$ cat src/rtl/conv_line_controller.sv
// rtl/conv_line_controller.sv - row-convolution sequencer: source reads, sliding window, buffer writes
// Build option: CONV_ZERO_PAD_EN selects zero border samples instead of reflect-101 mirroring.
module conv_line_controller #(
  parameter int PIX_W  = 8,
  parameter int DIM_W  = 8,
  parameter int RADIUS = 5,
  parameter int RD_LAT = 1
) (
  input  logic                          clk_i,
  input  logic                          rst_i,
  input  logic                          start_i,
  input  logic [DIM_W-1:0]              nrows_i,
  input  logic [DIM_W-1:0]              ncols_i,
  input  logic                          transpose_i,
  output logic                          busy_o,
  output logic                          done_o,
  output logic                          err_o,
  output logic                          src_rd_en_o,
  output logic [DIM_W-1:0]              src_row_o,
  output logic [DIM_W-1:0]              src_col_o,
  input  logic [PIX_W-1:0]              src_dout_i,
  output logic [(2*RADIUS+1)*PIX_W-1:0] win_o,
  input  logic [PIX_W-1:0]              kern_res_i,
  output logic                          buf_wr_en_o,
  output logic [DIM_W-1:0]              buf_row_o,
  output logic [DIM_W-1:0]              buf_col_o,
  output logic [PIX_W-1:0]              buf_din_o
);

  localparam int N = 2*RADIUS+1;
  localparam logic [DIM_W-1:0] RAD_D = DIM_W'(RADIUS);
  localparam logic [DIM_W-1:0] TWO_R = DIM_W'(2*RADIUS);
  localparam logic signed [DIM_W:0] RAD_S = (DIM_W+1)'(RADIUS);
  localparam logic signed [DIM_W:0] ONE_S = (DIM_W+1)'(1);
  localparam int FL_W = $clog2(RD_LAT+2) + 1;
  localparam logic [FL_W-1:0] FL_LAST = FL_W'(RD_LAT+1);

  typedef enum logic [1:0] {S_IDLE, S_RUN, S_FLUSH} state_t;

  // Slot tag travelling alongside the SRAM latency so data and write info line up
  typedef struct packed {
    logic             v;
    logic             zero;
    logic             wr;
    logic [DIM_W-1:0] row;
    logic [DIM_W-1:0] col;
  } tag_t;

  state_t state_q, state_d;
  logic [DIM_W-1:0] nrows_q, ncols_q, s_q, r_q;
  logic             transpose_q, busy_q, done_q, err_q;
  logic [FL_W-1:0]  fl_q;
  logic             rd_en_q, wr_en_q;
  logic [DIM_W-1:0] rd_row_q, rd_col_q, wr_row_q, wr_col_q;
  logic [N*PIX_W-1:0] win_q;
  tag_t             tag_q [RD_LAT+1];
  tag_t             tag_d;

  logic issue, accept, reject, finish, start_ok, row_end, last_row;
  logic [DIM_W-1:0] last_s, wcol, col_rd, c_u, nc1_u;
  logic signed [DIM_W:0] c_s, ncm1_s;
  logic c_lo, c_hi, rd_issue, zpad;
  logic [PIX_W-1:0] pix;

  assign start_ok = (ncols_i > RAD_D) && (nrows_i != '0);
  assign last_s   = ncols_q + TWO_R - 1'b1;
  assign row_end  = (s_q == last_s);
  assign last_row = (r_q == nrows_q - 1'b1);

  // FSM state register
  always_ff @(posedge clk_i) begin
    if (rst_i) state_q <= S_IDLE;
    else       state_q <= state_d;
  end

  // FSM next-state logic
  always_comb begin
    state_d = state_q;
    case (state_q)
      S_IDLE:  if (start_i && start_ok) state_d = S_RUN;
      S_RUN:   if (row_end && last_row) state_d = S_FLUSH;
      S_FLUSH: if (fl_q == FL_LAST) state_d = S_IDLE;
      default: state_d = S_IDLE;
    endcase
  end

  // FSM outputs: read slot issue, start accept/reject, frame finish
  always_comb begin
    issue  = (state_q == S_RUN);
    accept = (state_q == S_IDLE) && start_i && start_ok;
    reject = (state_q == S_IDLE) && start_i && !start_ok;
    finish = (state_q == S_FLUSH) && (fl_q == FL_LAST);
  end

  // Source column for extended index s (mirror math in DIM_W+1 signed bits) and write tag
  always_comb begin
    c_s    = $signed({1'b0, s_q}) - RAD_S;
    ncm1_s = $signed({1'b0, ncols_q}) - ONE_S;
    c_lo   = c_s[DIM_W];
    c_hi   = !c_lo && (c_s > ncm1_s);
    c_u    = c_s[DIM_W-1:0];
    nc1_u  = ncols_q - 1'b1;
    if (c_lo)      col_rd = -c_u;
    else if (c_hi) col_rd = (nc1_u << 1) - c_u;
    else           col_rd = c_u;
`ifdef CONV_ZERO_PAD_EN
    zpad     = c_lo || c_hi;
    rd_issue = issue && !zpad;
`else
    zpad     = 1'b0;
    rd_issue = issue;
`endif
    wcol       = s_q - TWO_R;
    tag_d.v    = issue;
    tag_d.zero = zpad;
    tag_d.wr   = (s_q >= TWO_R);
    tag_d.row  = transpose_q ? wcol : r_q;
    tag_d.col  = transpose_q ? r_q : wcol;
  end

  // Frame control: latch config, row/column counters, flush counter, status pulses
  always_ff @(posedge clk_i) begin
    if (rst_i) begin
      nrows_q <= '0; ncols_q <= '0; transpose_q <= 1'b0;
      s_q <= '0; r_q <= '0; fl_q <= '0;
      busy_q <= 1'b0; done_q <= 1'b0; err_q <= 1'b0;
    end else begin
      err_q  <= reject;
      done_q <= finish;
      if (accept) begin
        busy_q <= 1'b1;
        nrows_q <= nrows_i; ncols_q <= ncols_i; transpose_q <= transpose_i;
        s_q <= '0; r_q <= '0;
      end else if (finish) begin
        busy_q <= 1'b0;
      end
      if (issue) begin
        if (row_end) begin
          s_q <= '0;
          r_q <= r_q + 1'b1;
        end else begin
          s_q <= s_q + 1'b1;
        end
      end
      fl_q <= (state_q == S_FLUSH) ? fl_q + 1'b1 : '0;
    end
  end

  // Registered source read port and slot-tag delay line matching the SRAM latency
  always_ff @(posedge clk_i) begin
    if (rst_i) begin
      rd_en_q <= 1'b0; rd_row_q <= '0; rd_col_q <= '0;
      for (int i = 0; i <= RD_LAT; i++) tag_q[i] <= '0;
    end else begin
      rd_en_q <= rd_issue;
      if (rd_issue) begin
        rd_row_q <= r_q;
        rd_col_q <= col_rd;
      end
      tag_q[0] <= tag_d;
      for (int i = 1; i <= RD_LAT; i++) tag_q[i] <= tag_q[i-1];
    end
  end

  // Shift the arriving sample into the top tap and register the matching buffer write
  always_ff @(posedge clk_i) begin
    if (rst_i) begin
      win_q <= '0; wr_en_q <= 1'b0; wr_row_q <= '0; wr_col_q <= '0;
    end else begin
      wr_en_q <= tag_q[RD_LAT].v && tag_q[RD_LAT].wr;
      if (tag_q[RD_LAT].v) begin
        win_q    <= {pix, win_q[N*PIX_W-1:PIX_W]};
        wr_row_q <= tag_q[RD_LAT].row;
        wr_col_q <= tag_q[RD_LAT].col;
      end
    end
  end

  assign pix         = tag_q[RD_LAT].zero ? '0 : src_dout_i;
  assign busy_o      = busy_q;
  assign done_o      = done_q;
  assign err_o       = err_q;
  assign src_rd_en_o = rd_en_q;
  assign src_row_o   = rd_row_q;
  assign src_col_o   = rd_col_q;
  assign win_o       = win_q;
  assign buf_wr_en_o = wr_en_q;
  assign buf_row_o   = wr_row_q;
  assign buf_col_o   = wr_col_q;
  assign buf_din_o   = kern_res_i;

endmodule

$ cat config.mk
export PLATFORM = sky130hd
export DESIGN_NAME = conv_line_controller
export DESIGN_NICKNAME = d
export VERILOG_FILES = /design/src/rtl/conv_line_controller.sv
export SDC_FILE = /design/constraint.sdc
export NUM_CORES = 1
export LEC_CHECK = 0
export ABC_CLOCK_PERIOD_IN_PS = 6700
export BUFFER_PORTS_ARGS = -buffer_cell sky130_fd_sc_hd__clkbuf_2
export CAP_MARGIN = 20
export CORE_UTILIZATION = 51
export DETAILED_ROUTE_END_ITERATION = 16
export PLACE_DENSITY = 0.75
export REMOVE_ABC_BUFFERS = 1
export SYNTH_ARGS = -nofsm -noshare
export SYNTH_HDL_FRONTEND = slang
export SYNTH_SLANG_ARGS = --single-unit
$ cat constraint.sdc
create_clock -name clk_i -period 6.7 [get_ports clk_i]
set_input_delay 1.34 -clock clk_i [delete_from_list [all_inputs] [get_ports clk_i]]
set_output_delay 1.34 -clock clk_i [all_outputs]
set_load 0.01 [all_outputs]
==> impl_metrics.json, run 1 <==
{
  "fin_crit_sh_pct": 58.5,
  "start_util_pct": 52.1,
  "drt_iter0_drc": 369,
  "synth.avg_cell_area_um2": 9.36,
  "skew_ps": 8.57,
  "grt_antenna_before_repair": 0,
  "ys_ff_latch": 198,
  "yosysTopAreaCell": "dfxtp_1",
  "clk_path_buf_depth": 2,
  "drt-pass1-iter-count": 4,
  "ys.flop_type": "dfxtp_1",
  "yosysWarningCount": 0,
  "ys_async_sr_fraction_pct": 0,
  "portBuffers": 152,
  "areaGrowthSynthToFinish_pct": 15.9,
  "worstPathMaxFanout": 21,
  "placed_cells": 1227,
  "drt.antenna.violating_nets": 0,
  "synthesis.area_um2": 8630,
  "first_global_vias": 5886,
  "die_y_um": 132,
  "vias": 6673,
  "tns_ps": 0,
  "vdd_drop_max_mv": 0.190,
  "post_cts.resized_instances": 0,
  "drv_slew": 0,
  "grtUsageTotal_pct": 20.5,
  "fmax_mhz": 255,
  "finalSetupViolCount": 0,
  "wl_um": 17900,
  "leakagePower_uw": 0.00417,
  "yosysMostFrequentCell": "dfxtp_1",
  "synthTopCellsByCount": "dfxtp_1, nor2_1, mux2i_1, clkbuf_1, nand2_1",
  "clk_latency_ps": 430,
  "met2_usage_pct": 32.9,
  "drive_gt1_share_pct": 19.8,
  "grt_setup_unrepaired": "false",
  "routed_via_density": 5.30,
  "cap_violations": 0,
  "place.gp.congestion": 0.879,
  "setup_slack_ps": 2780,
  "crit_type": "flip-flop to flip-flop",
  "die_x_um": 132,
  "hold_buffers": 0,
  "use_met1_pct": 26.5,
  "cts_buffers": 17,
  "syn_inst": 922,
  "grt_pass1_wl_um": 29000,
  "fin_cells": 1260,
  "synth_area_leaders": "dfxtp_1, mux2i_1, nor2_1",
  "dp_hpwl_um": 12400,
  "arrival_ps": 4210,
  "fin_nets": 1085,
  "critPathLaunchType": "flip-flop",
  "rows": 47,
  "synthDistinctLibCells": 68,
  "outcome": "complete, no violations",
  "r2r_slack_ps": 2780,
  "end_kind": "flip-flop",
  "drc": 0,
  "pre_cts_ws_ps": 2870,
  "layout_min_cycle_time_ps": 3920,
  "powerDensity_nw_per_um2": 255,
  "holdPathStages": 2,
  "io_pins": 169,
  "grt.busiest_layer": "met2",
  "dieArea_um2": 17500,
  "required_ps": 6990,
  "yosysTopAreaCellShare_pct": 45.9,
  "relSlewSlack_pct": 34.4,
  "tightestPinTransition_ps": 982,
  "avgRoutedWirePerCell_um": 14.2,
  "hold_viol": 0,
  "cts_root_buffer": "clkbuf_16",
  "core_um2": 16600,
  "cts_setup_buffers": 0,
  "r2r_cells": 12,
  "grt-ovfl-total": 0,
  "cts_sinks": 198,
  "diodes": 0,
  "h-tree-depth": 4,
  "grt_max_degree": 78,
  "synth_edf_count": 0,
  "seq_area_frac_synth_pct": 45.9,
  "clkSlewWorstSetupHoldPaths_ps": 70,
  "grt_use_met3_pct": 5.19,
  "min_path_type": "flip-flop to flip-flop",
  "cts_tree": "done"
}
## layout by cell type (no fill, tap or decap), types with 16 or more instances in the layout
| cell type | count |
|---|---|
| dfxtp_1 | 197 |
| nor2_1 | 162 |
| clkbuf_2 | 151 |
| mux2i_1 | 128 |
| nand2_1 | 43 |
| a21oi_1 | 34 |
| o21ai_0 | 26 |
| xnor2_1 | 26 |
| inv_1 | 24 |
| ha_1 | 22 |
| nor2b_1 | 21 |
| nand3_1 | 18 |
| clkbuf_16 | 17 |
| xor2_1 | 16 |
## cell families (layout without fill, tap and decap cells)
logic type / Yosys count / count (layout) / synth area share, %
AND/OR/NAND/NOR: 308 / 308 / 16.4
AO/OA/AOI/OAI: 125 / 125 / 9.70
multiplexers: 128 / 128 / 14.8
adder cells (fa/ha/maj): 22 / 22 / 3.19
buffers and inverters: 97 / 215 / 5.28
XOR/XNOR: 44 / 44 / 4.64
flip-flops: 198 / 198 / 45.9
## power breakdown
part	internal, µW	switching, µW	leakage, µW
Combinational	109	148	0.00226
Clock	575	492	0.000305
Sequential	1200	26.4	0.00160
## sequential cells by signal, summed over array words and instances (netlist names), 2 cells and up
| signal | count |
|---|---|
| buf_row_o | 8 |
| buf_col_o | 8 |
| win_o | 88 |
| tag_q | 36 |
| state_q | 2 |
| ncols_q | 8 |
| fl_q | 3 |
| src_col_o | 8 |
| r_q | 8 |
| s_q | 8 |
| src_row_o | 8 |
| nrows_q | 8 |
## layout make-up
class	instances	area [µm²]
sequential	198	3970
clock buffer	17	425
timing repair buffer	158	828
inverter	25	93.8
multi-input combinational	627	4210
clock inverter	15	204
tap	220	275
fill	1430	6580
## per-stage QoR
| step | area (µm²) | power, µW | util (%) | hold slack (ps) |
|---|---|---|---|---|
| 2_1_floorplan | 8270 | 1430 | - | 404 |
| 3_3_place_gp | 9350 | 1500 | 56.4 | 418 |
| 3_5_place_dp | 9350 | 1510 | 56.4 | 419 |
| 4_1_cts | 9980 | 2570 | 60.2 | 431 |
| 5_1_grt | 10000 | 2650 | 60.3 | 445 |
| 6_report | 10000 | 2550 | 60.3 | 424 |
## critical path, cell delays in order (launching register included)
cell       delay [ps]
dfxtp_1           780
inv_1             150
ha_1              260
nand2b_1          180
and3_1            250
nand2b_1          250
inv_1             270
ha_1              320
or3_1             350
o311ai_1          130
o22ai_2           250
a2111oi_1         500
a2111oi_2         100
## metal layers
layer / routed length, µm / vias to the layer above
met5: 0 / -
met4: 358 / 0
met3: 1020 / 31
met2: 8210 / 208
met1: 8320 / 3070
li1: - / 3364
## worst paths after layout
path / endpoint / start
setup / recovery: src_col_o[7] / s_q[0]
hold reg to reg: buf_wr_en_o / tag_q[0][35]
setup reg to reg: src_col_o[7] / s_q[0]
hold / removal: buf_wr_en_o / tag_q[0][35]
Power figures use the tool's default switching activity.
==> run 2: changes to the inputs <==
--- a/config.mk
+++ b/config.mk
@@ -5,7 +5,7 @@
 export SDC_FILE = /design/constraint.sdc
 export NUM_CORES = 1
 export LEC_CHECK = 0
-export ABC_CLOCK_PERIOD_IN_PS = 6700
+export ABC_CLOCK_PERIOD_IN_PS = 3900
 export BUFFER_PORTS_ARGS = -buffer_cell sky130_fd_sc_hd__clkbuf_2
 export CAP_MARGIN = 20
 export CORE_UTILIZATION = 51
==> constraint.sdc (replaced) <==
create_clock -name clk_i -period 3.9 [get_ports clk_i]
set_input_delay 0.78 -clock clk_i [delete_from_list [all_inputs] [get_ports clk_i]]
set_output_delay 0.78 -clock clk_i [all_outputs]
set_load 0.01 [all_outputs]
==> run 2 against run 1 <==
  * Total power grew 74%
  * Maximum frequency grew 15%
  * Critical path depth is the same
  * Design area grew 0.76%
  * Worst setup slack lost 2300 ps
  * Highest routed layer unchanged
  * Non-clock buffer count grew 6
  * Largest power group unchanged
  * Critical endpoint unchanged
  * Cell count grew 0.48%
  * Clock-buffer cell count grew 1
==> impl_metrics.json, run 2 (synthesis results as in run 1) <==
{
  "die_y_um": 132,
  "crit_top_cell": "ha_1",
  "die_x_um": 132,
  "arrival_ps": 3700,
  "clkSlewWorstSetupHoldPaths_ps": 80,
  "finalSetupViolCount": 0,
  "place.gp.congestion": 0.897,
  "seqCellArea_um2": 3970,
  "totalPowerFinal_uw": 4430,
  "vdd_drop_max_mv": 0.320,
  "core_um2": 16600,
  "mostFrequentLayoutCell": "dfxtp_1",
  "powerDensity_nw_per_um2": 439,
  "start_util_pct": 52.1,
  "drt_iter0_drc": 353,
  "hp-start": "tag_q[0][35]",
  "skew_ps": 12.5,
  "portBuffers": 152,
  "vias": 6648,
  "fin_crit_sh_pct": 87.5,
  "grt_setup_unrepaired": "false",
  "dp_hpwl_um": 12300,
  "crit_path_start": "s_q[2]",
  "h-tree-depth": 4,
  "worstPathMaxFanout": 12,
  "fillCellCount": 1456,
  "drv_slew": 0,
  "worstPathCellList": "ha_1 -> a21oi_1 -> nand3_1 -> xor2_1 -> inv_1 -> ha_1 -> nand4_1 -> a211o_1 -> o311ai_1 -> o22ai_2 -> a2111oi_1 -> a2111oi_2",
  "holdPathStages": 2,
  "largest_reg_flops": 88,
  "holdWs_ps": 425,
  "drt.antenna.violating_nets": 0,
  "pre_cts_ws_ps": 523,
  "drive_gt1_share_pct": 20.3,
  "fin_nets": 1091,
  "clk_path_buf_depth": 2,
  "wl_um": 17900,
  "crit_type": "flip-flop to flip-flop",
  "cts_setup_buffers": 0,
  "end_kind": "flip-flop",
  "r2r-end": "src_col_o[7]",
  "areaGrowthSynthToFinish_pct": 16.8,
  "post_cts.resized_instances": 0,
  "r2r_cells": 12,
  "avgRoutedWirePerCell_um": 14.1,
  "grt-ovfl-total": 0,
  "reg2reg_from": "s_q[2]",
  "place_area_um2": 9440,
  "setup_slack_ps": 487,
  "drc": 0,
  "dieArea_um2": 17500,
  "cts_buffers": 17,
  "cts_sinks": 198,
  "relSlewSlack_pct": 37.0,
  "grt_max_degree": 178,
  "grt_antenna_before_repair": 0,
  "tns_ps": 0,
  "hold_buffers": 0,
  "cap_violations": 0,
  "hold_end": "buf_wr_en_o",
  "slowest_delay_ps": 570,
  "required_ps": 4190,
  "multiInputGateArea_um2": 4210,
  "first_global_vias": 5819,
  "hold_viol": 0,
  "layout_min_cycle_time_ps": 3410,
  "r2r_slack_ps": 490,
  "outcome": "complete, no violations",
  "fmax_mhz": 293,
  "cts_root_buffer": "clkbuf_16",
  "min_path_type": "flip-flop to flip-flop",
  "critPathLaunchType": "flip-flop",
  "routed_via_density": 5.25,
  "drt-pass1-iter-count": 5,
  "diodes": 0,
  "io_pins": 169,
  "leakagePower_uw": 0.00422,
  "clk_latency_ps": 440,
  "cts_tree": "done",
  "final_area_um2": 10100,
  "layout_common_cells": "dfxtp_1, nor2_1, clkbuf_2",
  "tightestPinTransition_ps": 944,
  "rows": 47,
  "grtUsageTotal_pct": 20.7,
  "slowest_stage": "dfxtp_1",
  "path_buf_inv": 1,
  "critical-path-top-delay-family": "compound AO/OA/AOI/OAI gates",
  "grt_pass1_wl_um": 29100
}
[run 2: area by class of cell]
cell class / count / area share, %
repair buffers: 164 / 8.83
clock inverters: 14 / 2.02
inverters: 25 / 0.931
clock buffers: 18 / 4.36
multi-input cells: 627 / 41.8
well taps: 220 / 2.73
flip-flops and latches: 198 / 39.3
[run 2: how the worst max path moves through the flow]
stage                              end  slack [ps]  depth (start not counted)
after CTS                 src_col_o[7]         490                         12
after global placement    src_col_o[7]         650                         13
final                     src_col_o[7]         490                         12
after floorplan           buf_col_o[0]        -200                          2
after global routing      src_col_o[7]         240                         12
after detailed placement  src_col_o[7]         520                         12
[run 2: tightest hold or removal path, stage by stage, from the launching register on]
cell and delay [ps]:
dfxtp_1 300, nand2_1 50, nor2_1 30
[run 2: per-layer routing]
layer / vias up / GRT usage [%] / share of wire [%]
met5: - / 0 / 0
met4: 0 / 6.91 / 1.5
met3: 18 / 4.73 / 4.5
met2: 167 / 33.5 / 47
met1: 3089 / 27.3 / 47
li1: 3374 / - / -
[run 2: per-stage QoR]
stage          instances  util, %
6_report            1266     60.8
3_3_place_gp        1234     56.9
3_5_place_dp        1234     56.9
5_1_grt             1266     60.8
4_1_cts             1266     60.8
2_1_floorplan        850        -
[run 2: power by group]
part,switching (µW),leakage [µW],internal [µW]
logic,258,0.00230,192
clock network,821,0.000315,1060
registers,40.9,0.00160,2060
==> run 3: changes to the inputs <==
--- a/config.mk
+++ b/config.mk
@@ -10,6 +10,7 @@
 export CAP_MARGIN = 20
 export CORE_UTILIZATION = 51
 export DETAILED_ROUTE_END_ITERATION = 16
+export GPL_TIMING_DRIVEN = 0
 export PLACE_DENSITY = 0.75
 export REMOVE_ABC_BUFFERS = 1
 export SYNTH_ARGS = -nofsm -noshare
==> run 3 against run 2 <==
  * Via count grew 0.60%
  * Design area unchanged
  * Non-clock buffer count shrank 7
  * First-iteration DRC count grew 28%
  * Largest cell class unchanged
==> impl_metrics.json, run 3 (synthesis results as in run 1) <==
{
  "cap_violations": 0,
  "worstPathCellList": "inv_1 -> ha_1 -> a21oi_1 -> nand3_1 -> xor2_1 -> inv_1 -> ha_1 -> nand4_1 -> a211o_1 -> o311ai_1 -> o22ai_2 -> and3_1 -> o41ai_2",
  "drc": 0,
  "die_x_um": 132,
  "dp_hpwl_um": 12300,
  "tightestPinTransition_ps": 933,
  "required_ps": 4250,
  "cts_setup_buffers": 0,
  "end_kind": "flip-flop",
  "skew_ps": 16.3,
  "largest_reg_flops": 88,
  "vias": 6688,
  "grt-ovfl-total": 0,
  "cts_root_buffer": "clkbuf_16",
  "die_y_um": 132,
  "finalSetupViolCount": 0,
  "crit_path_start": "s_q[1]",
  "fin_util_pct": 60.8,
  "hold_buffers": 0,
  "start_util_pct": 52.1,
  "slowest_delay_ps": 490,
  "drive_gt1_share_pct": 20.1,
  "avgRoutedWirePerCell_um": 14.0,
  "r2r_slack_ps": 330,
  "wl_um": 17700,
  "grt_max_degree": 155,
  "grt_setup_unrepaired": "false",
  "diodes": 0,
  "drt.antenna.violating_nets": 0,
  "arrival_ps": 3920,
  "cts_buffers": 17,
  "setup_slack_ps": 328,
  "min_path_type": "flip-flop to flip-flop",
  "seqCellArea_um2": 3970,
  "fin_nets": 1084,
  "r2r_cells": 13,
  "fin_cells": 1259,
  "cp.depth": 13,
  "mostFrequentLayoutCell": "dfxtp_1",
  "routed_via_density": 5.31,
  "grtUsageTotal_pct": 20.7,
  "r2r-end": "src_col_o[6]",
  "drt-pass1-iter-count": 5,
  "hold_viol": 0,
  "multiInputGateArea_um2": 4220,
  "vdd_drop_max_mv": 0.364,
  "path_buf_inv": 2,
  "dieArea_um2": 17500,
  "crit_type": "flip-flop to flip-flop",
  "grt_pass1_wl_um": 29400,
  "portBuffers": 152,
  "drt_iter0_drc": 451,
  "reg2reg_from": "s_q[1]",
  "h-tree-depth": 4,
  "fin_crit_sh_pct": 91.6,
  "layout_common_cells": "dfxtp_1, nor2_1, clkbuf_2",
  "core_um2": 16600,
  "clk_latency_ps": 440,
  "outcome": "complete, no violations",
  "critical_path.endpoint": "src_col_o[6]",
  "totalPowerFinal_uw": 4390,
  "relSlewSlack_pct": 37.7,
  "place.gp.congestion": 0.905,
  "clk_path_buf_depth": 2,
  "critPathLaunchType": "flip-flop",
  "rows": 47,
  "slowest_stage": "dfxtp_2",
  "cts_tree": "done",
  "grt_antenna_before_repair": 0,
  "powerDensity_nw_per_um2": 436,
  "drv_slew": 0,
  "worstPathMaxFanout": 11,
  "areaGrowthSynthToFinish_pct": 16.8,
  "fillCellCount": 1466,
  "first_global_vias": 6126,
  "fmax_mhz": 280,
  "cts_sinks": 198,
  "pre_cts_ws_ps": -57.0,
  "placed_cells": 1227,
  "leakagePower_uw": 0.00420,
  "io_pins": 169,
  "layout_min_cycle_time_ps": 3570,
  "clkSlewWorstSetupHoldPaths_ps": 80,
  "critical-path-top-delay-family": "compound AO/OA/AOI/OAI gates"
}
-- run 3: changes by cell type in the layout (fill, tap and decap cells not counted), sizes merged --
cell	change
inv	-1
bufinv	-1
buf	-8
clkinv	+3
-- run 3: area by class of cell --
class | instances | share of cell area, %
multi-input combinational | 627 | 41.9
sequential | 198 | 39.4
timing repair buffer | 157 | 8.80
clock buffer | 17 | 4.22
tap | 220 | 2.73
clock inverter | 15 | 2.03
inverter | 25 | 0.931
-- run 3: how the worst min path moves through the flow --
stage | startpoint | to | slack [ps] | cells past startpoint
after floorplan | tag_q[0][35] | buf_wr_en_o | 400 | 2
after global placement | tag_q[0][35] | buf_wr_en_o | 420 | 2
after detailed placement | tag_q[0][35] | buf_wr_en_o | 410 | 2
after CTS | tag_q[0][35] | buf_wr_en_o | 420 | 2
after global routing | tag_q[0][35] | buf_wr_en_o | 440 | 2
final | tag_q[0][35] | buf_wr_en_o | 430 | 2
-- run 3: stage by stage --
stage          TNS (ps)  area [µm²]  hold slack (ps)
2_1_floorplan    -20570        8270              404
3_3_place_gp    -145230        9310              417
3_5_place_dp      -57.0        9440              413
4_1_cts               0       10100              425
5_1_grt               0       10100              441
6_report              0       10100              426
-- run 3: power by group --
group	total [µW]	internal (µW)	leakage, µW	switching (µW)
clock	1850	989	0.000305	857
combinational	447	195	0.00229	252
sequential	2100	2060	0.00161	44.3
total	4390	3240	0.00420	1150
-- run 3: what timing repair did --
action	in CTS	in global routing
resized for setup	1	3
pin swaps	0	0
setup endpoints to repair	2	6
hold endpoints to repair	0	0
-- run 3: tightest hold or removal path, cell delays in order, from the launching register on --
cell and delay, ps:
dfxtp_1 300, nand2_1 50, nor2_1 40
-- run 3: metal layers --
layer	global-route usage [%]	part of all wire (%)	vias up
met5	0	0	-
met3	4.23	4.8	21
met2	34.4	47	197
met1	26.8	47	3110
li1	-	-	3360
met4	7.17	1.1	0
